### config.mk
export PLATFORM = sky130hd
export DESIGN_NAME = uart_tx_arbiter
export DESIGN_NICKNAME = d
export VERILOG_FILES = /design/src/rtl/uart_tx_arb_pkg.sv /design/src/rtl/uart_tx_arb_rr_pick.sv /design/src/rtl/uart_tx_arbiter.sv
export SDC_FILE = /design/constraint.sdc
export NUM_CORES = 1
export LEC_CHECK = 0
export BUFFER_PORTS_ARGS = -buffer_cell sky130_fd_sc_hd__buf_4
export CORE_MARGIN = 2
export CORE_UTILIZATION = 40
export CTS_BUF_LIST = sky130_fd_sc_hd__clkbuf_8
export DETAILED_ROUTE_END_ITERATION = 12
export SLEW_MARGIN = 40
export SYNTH_ARGS = -nofsm -noshare
export SYNTH_HDL_FRONTEND = slang
export SYNTH_HIERARCHICAL = 1
export SYNTH_SLANG_ARGS = --single-unit
### constraint.sdc
create_clock -name clk_i -period 3.7 [get_ports clk_i]
set_input_delay 0.37 -clock clk_i [delete_from_list [all_inputs] [get_ports clk_i]]
set_output_delay 0.37 -clock clk_i [all_outputs]
set_load 0.01 [all_outputs]
### src/rtl/uart_tx_arb_pkg.sv
// Shared types and constants for the uart_tx arbiter slice.
// Optional source-ID header support is enabled by defining UART_TX_ARB_SRC_ID_EN.
package uart_tx_arb_pkg;

  typedef enum logic [1:0] {
    IDLE,
    SEND_ID,
    XFER,
    SEND
  } state_e;

  localparam logic [7:0] SRC_ID_MARK = 8'h80;

  function automatic int idx_w(input int n);
    return (n <= 1) ? 1 : $clog2(n);
  endfunction

endpackage

### src/rtl/uart_tx_arb_rr_pick.sv
// Combinational round-robin picker: first set request bit at or after ptr, wrapping.
module uart_tx_arb_rr_pick
  import uart_tx_arb_pkg::*;
#(
  parameter int N  = 4,
  parameter int IW = idx_w(N)
) (
  input  logic [N-1:0]  req,
  input  logic [IW-1:0] ptr,
  output logic [N-1:0]  winner,
  output logic [IW-1:0] winner_idx,
  output logic          any
);

  logic [IW-1:0] k;

  always_comb begin
    winner     = '0;
    winner_idx = '0;
    any        = 1'b0;
    k          = '0;
    for (int i = 0; i < N; i++) begin
      k = IW'((int'(ptr) + i) % N);
      if (!any && req[k]) begin
        any        = 1'b1;
        winner_idx = k;
        winner[k]  = 1'b1;
      end
    end
  end

endmodule

### src/rtl/uart_tx_arbiter.sv
// Packet-granular round-robin arbiter sharing one uart_tx between NUM_REQ byte streams.
// Define UART_TX_ARB_SRC_ID_EN to prefix each packet with a header byte 8'h80 | owner index.
module uart_tx_arbiter
  import uart_tx_arb_pkg::*;
#(
  parameter int NUM_REQ     = 4,
  parameter int TIMEOUT_CYC = 4096
) (
  input  logic                 clk_i,
  input  logic                 reset_ni,
  input  logic [NUM_REQ-1:0]   req_valid_i,
  input  logic [NUM_REQ*8-1:0] req_data_i,
  input  logic [NUM_REQ-1:0]   req_last_i,
  output logic [NUM_REQ-1:0]   req_ready_o,
  output logic [7:0]           tx_data_o,
  output logic                 tx_valid_o,
  input  logic                 tx_ready_i,
  output logic [NUM_REQ-1:0]   grant_o,
  output logic                 abort_o
);

  localparam int IW = idx_w(NUM_REQ);
  localparam int CW = (TIMEOUT_CYC < 1) ? 1 : $clog2(TIMEOUT_CYC + 1);
  localparam logic [CW-1:0] CNT_MAX = CW'((TIMEOUT_CYC == 0) ? 0 : TIMEOUT_CYC - 1);

  state_e             state, state_n;
  logic [NUM_REQ-1:0] grant, grant_n;
  logic [IW-1:0]      gidx, gidx_n;
  logic [IW-1:0]      ptr, ptr_n;
  logic [7:0]         hold_data, hold_data_n;
  logic               hold_last, hold_last_n;
  logic [CW-1:0]      cnt, cnt_n;
  logic               abort, abort_n;

  logic [NUM_REQ-1:0] pick_onehot;
  logic [IW-1:0]      pick_idx;
  logic               pick_any;
  logic [IW-1:0]      next_ptr;

  uart_tx_arb_rr_pick #(
    .N  (NUM_REQ),
    .IW (IW)
  ) u_pick (
    .req        (req_valid_i),
    .ptr        (ptr),
    .winner     (pick_onehot),
    .winner_idx (pick_idx),
    .any        (pick_any)
  );

  assign next_ptr = (gidx == IW'(NUM_REQ - 1)) ? '0 : gidx + IW'(1);

  always_ff @(posedge clk_i or negedge reset_ni) begin
    if (!reset_ni) begin
      state     <= IDLE;
      grant     <= '0;
      gidx      <= '0;
      ptr       <= '0;
      hold_data <= '0;
      hold_last <= 1'b0;
      cnt       <= '0;
      abort     <= 1'b0;
    end else begin
      state     <= state_n;
      grant     <= grant_n;
      gidx      <= gidx_n;
      ptr       <= ptr_n;
      hold_data <= hold_data_n;
      hold_last <= hold_last_n;
      cnt       <= cnt_n;
      abort     <= abort_n;
    end
  end

  // The stall counter only runs while waiting for the owner's next byte; SEND may stall forever.
  always_comb begin
    state_n     = state;
    grant_n     = grant;
    gidx_n      = gidx;
    ptr_n       = ptr;
    hold_data_n = hold_data;
    hold_last_n = hold_last;
    cnt_n       = cnt;
    abort_n     = 1'b0;
    unique case (state)
      IDLE: begin
        if (pick_any) begin
          grant_n = pick_onehot;
          gidx_n  = pick_idx;
          cnt_n   = '0;
`ifdef UART_TX_ARB_SRC_ID_EN
          hold_data_n = SRC_ID_MARK | 8'(pick_idx);
          hold_last_n = 1'b0;
          state_n     = SEND_ID;
`else
          state_n     = XFER;
`endif
        end
      end
      SEND_ID: begin
        if (tx_ready_i) state_n = XFER;
      end
      XFER: begin
        if (req_valid_i[gidx]) begin
          hold_data_n = req_data_i[{gidx, 3'b000} +: 8];
          hold_last_n = req_last_i[gidx];
          cnt_n       = '0;
          state_n     = SEND;
        end else if (TIMEOUT_CYC != 0) begin
          if (cnt == CNT_MAX) begin
            abort_n = 1'b1;
            grant_n = '0;
            ptr_n   = next_ptr;
            cnt_n   = '0;
            state_n = IDLE;
          end else begin
            cnt_n = cnt + CW'(1);
          end
        end
      end
      SEND: begin
        if (tx_ready_i) begin
          if (hold_last) begin
            ptr_n   = next_ptr;
            grant_n = '0;
            state_n = IDLE;
          end else begin
            state_n = XFER;
          end
        end
      end
      default: state_n = IDLE;
    endcase
  end

  assign tx_valid_o  = (state == SEND) || (state == SEND_ID);
  assign tx_data_o   = tx_valid_o ? hold_data : 8'h00;
  assign req_ready_o = (state == XFER) ? grant : '0;
  assign grant_o     = grant;
  assign abort_o     = abort;

endmodule
==> flow_summary.ini <==
[status]
outcome = complete, no violations

[finish]
layout-drive-gt1-share_pct = 39.0
num-fill-cells = 510
finalInstanceArea_mm2 = 0.00290
syn_to_final_growth_pct = 24.6
nNetsFinal = 317
antenna_cells = 0

[logic_synthesis]
ys_top_cells_by_area = dfrtp_1 (36%), mux4_2 (12%), mux2_2 (7.8%)
syn_nets = 258
synth_edf_count = 0
avgSynthCellArea_um2 = 11.2
ys_types = 46
ys_top_cells_by_count = dfrtp_1 (33), mux2_2 (16), and2_1 (14)
ys.flop_type = dfrtp_1
post-synth-top-count-cell = dfrtp_1
synth_largest_area_cell = dfrtp_1
synth_top_area_share_pct = 35.5
syn_inst = 208
synth_warnings = 6
synth_async_sr_flop_share_pct = 100
seq_area_frac_synth_pct = 35.5
syn_area_mm2 = 0.00232
ys_ff_latch = 33

[place]
dp_hpwl_um = 3900
place_congestion = 0.774
port-buffer-count = 60
place_area_mm2 = 0.00281

[sta]
rsz0062_at_grt = false
hold_viol = 0
fin_crit_ps = 2890
tightest_slew_ps = 618
finalSetupViolCount = 0
max_freq_ghz = 0.346
post-route-period-util_pct = 78.1
tns_ps = 0
relSlewSlack_pct = 58.7
clock-skew-final_ps = 7.95
drv_slew = 0

[flow_run]
cap_violations = 0

[floorplanning]
ios = 61
core_mm2 = 0.00557
start_util_pct = 41.7
dieArea_mm2 = 0.00643
die_w_um = 80.2
fp-row-count = 27
die_h_um = 80.2

[global_routing]
grt_usage_pct = 18.2
overflow = 0
grt_pass1_vias = 1986
grt_pass1_wl_um = 9140
grt_max_degree = 34
antenna_found_initial = 0

[clocking]
cts_sinks = 33
cts.clk_slew.worst_paths_ps = 70
root_buffer = clkbuf_8
cts_tree = built
ctsResizeCount = 0
cts_made_buffers = 5
clk_path_buf_depth = 2
hold_buffers = 0
clk_latency_ps = 280
post-cts-setup-buffer-count = 0
h-tree-depth = 2

[route]
vias = 1953
routed_wl_um = 5220
vias_per_cell = 5.76
drtAntennaViolNets = 0
firstDrtPassIters = 4
drt_iter0_drc = 111
wl_per_cell_um = 15.4
drc = 0

[worst_setup_path]
cp.arrival_ps = 3060
startpoint_type = flip-flop
crit_required_ps = 3870
critPathCaptureType = flip-flop
crit_type = flip-flop to flip-flop
crit_fanout = 13

[pwr]
p_total_mw = 2.01
power_density_mw_per_mm2 = 695
power_leakage_nw = 1.26
peakVddDrop_mv = 0.332

[hold_path]
hp-class = input pin to async pin
per-stage QoR:
step	util [%]	hold WS (ps)	std cells	setup WS, ps
3_3_place_gp	50.4	343	332	884
4_1_cts	51.9	35.7	339	806
2_1_floorplan	-	74.4	208	1280
5_1_grt	51.9	50.5	339	557
6_report	51.9	19.4	339	812
3_5_place_dp	50.4	345	332	821
logic make-up (layout without fill, tap and decap cells):
family / after synthesis / in the layout / synth area share (%)
and+or+nand+nor: 72 / 72 / 19.1
AOI/OAI and AO/OA: 51 / 51 / 15.8
DFF: 33 / 33 / 35.5
muxes: 31 / 31 / 22.1
buffers and inverters: 14 / 73 / 3.66
adders and majority gates: 7 / 7 / 3.77
worst paths after layout:
check                                   from            to  slack (ps)  depth (start not counted)
worst max-delay path                  ptr[0]       gidx[1]         810                          8
worst min-delay path                reset_ni       abort_o          20                          1
worst max register to register        ptr[0]       gidx[1]         810                          8
worst min register to register  hold_data[7]  hold_data[7]         500                          1
max in group asynchronous           reset_ni  hold_data[6]        3370                          1
min in group clk_i                tx_ready_i      state[1]         380                          3
report_power, final:
group / switching [mW] / total [mW] / leakage, nW / internal (mW)
clock network: 0.126 / 0.271 / 0.0485 / 0.145
registers: 0.144 / 0.616 / 0.424 / 0.471
logic: 0.546 / 1.12 / 0.791 / 0.578
worst max-delay path, stage by stage, from the launching register on:
cell and delay, ps:
dfrtp_1 630, inv_1 160, ha_1 370, mux4_2 370, nor3_1 90, nand2b_1 100
nor2b_1 210, nor2b_1 450, mux2_2 390
sequential cells by signal, summed over array words and instances, names as in the netlist:
signal	cells
gidx	2
abort_o	1
hold_data	8
ptr	2
grant_o	4
cnt	13
state	2
hold_last	1
metal layers:
layer	vias up	GRT usage (%)	wire [um]
li1	930	-	-
met1	937	24.4	2420
met2	77	28.3	2330
met3	9	5.51	378
met4	0	5.08	87
met5	-	0	0
cell type report:
cell class	instances	area (um2)	area share (%)
clock buffers	6	82.6	2.85
clock inverters	1	3.75	0.130
inverters	4	15.0	0.519
multi-input cells	161	1410	48.8
flip-flops and latches	33	826	28.5
well taps	72	90.1	3.11
repair buffers	62	465	16.1
cell usage in the layout, fill, tap and decap left out, drive strengths merged, types with 6 or more instances in the layout:
cell type  count
nand2         10
a22oi         12
buf           62
nor3           7
nor2          10
mux4          14
ha             7
dfrtp         33
mux2          16
o21ai         14
and2          14
clkbuf         6
Note: power is estimated with default switching activity, not from simulation.
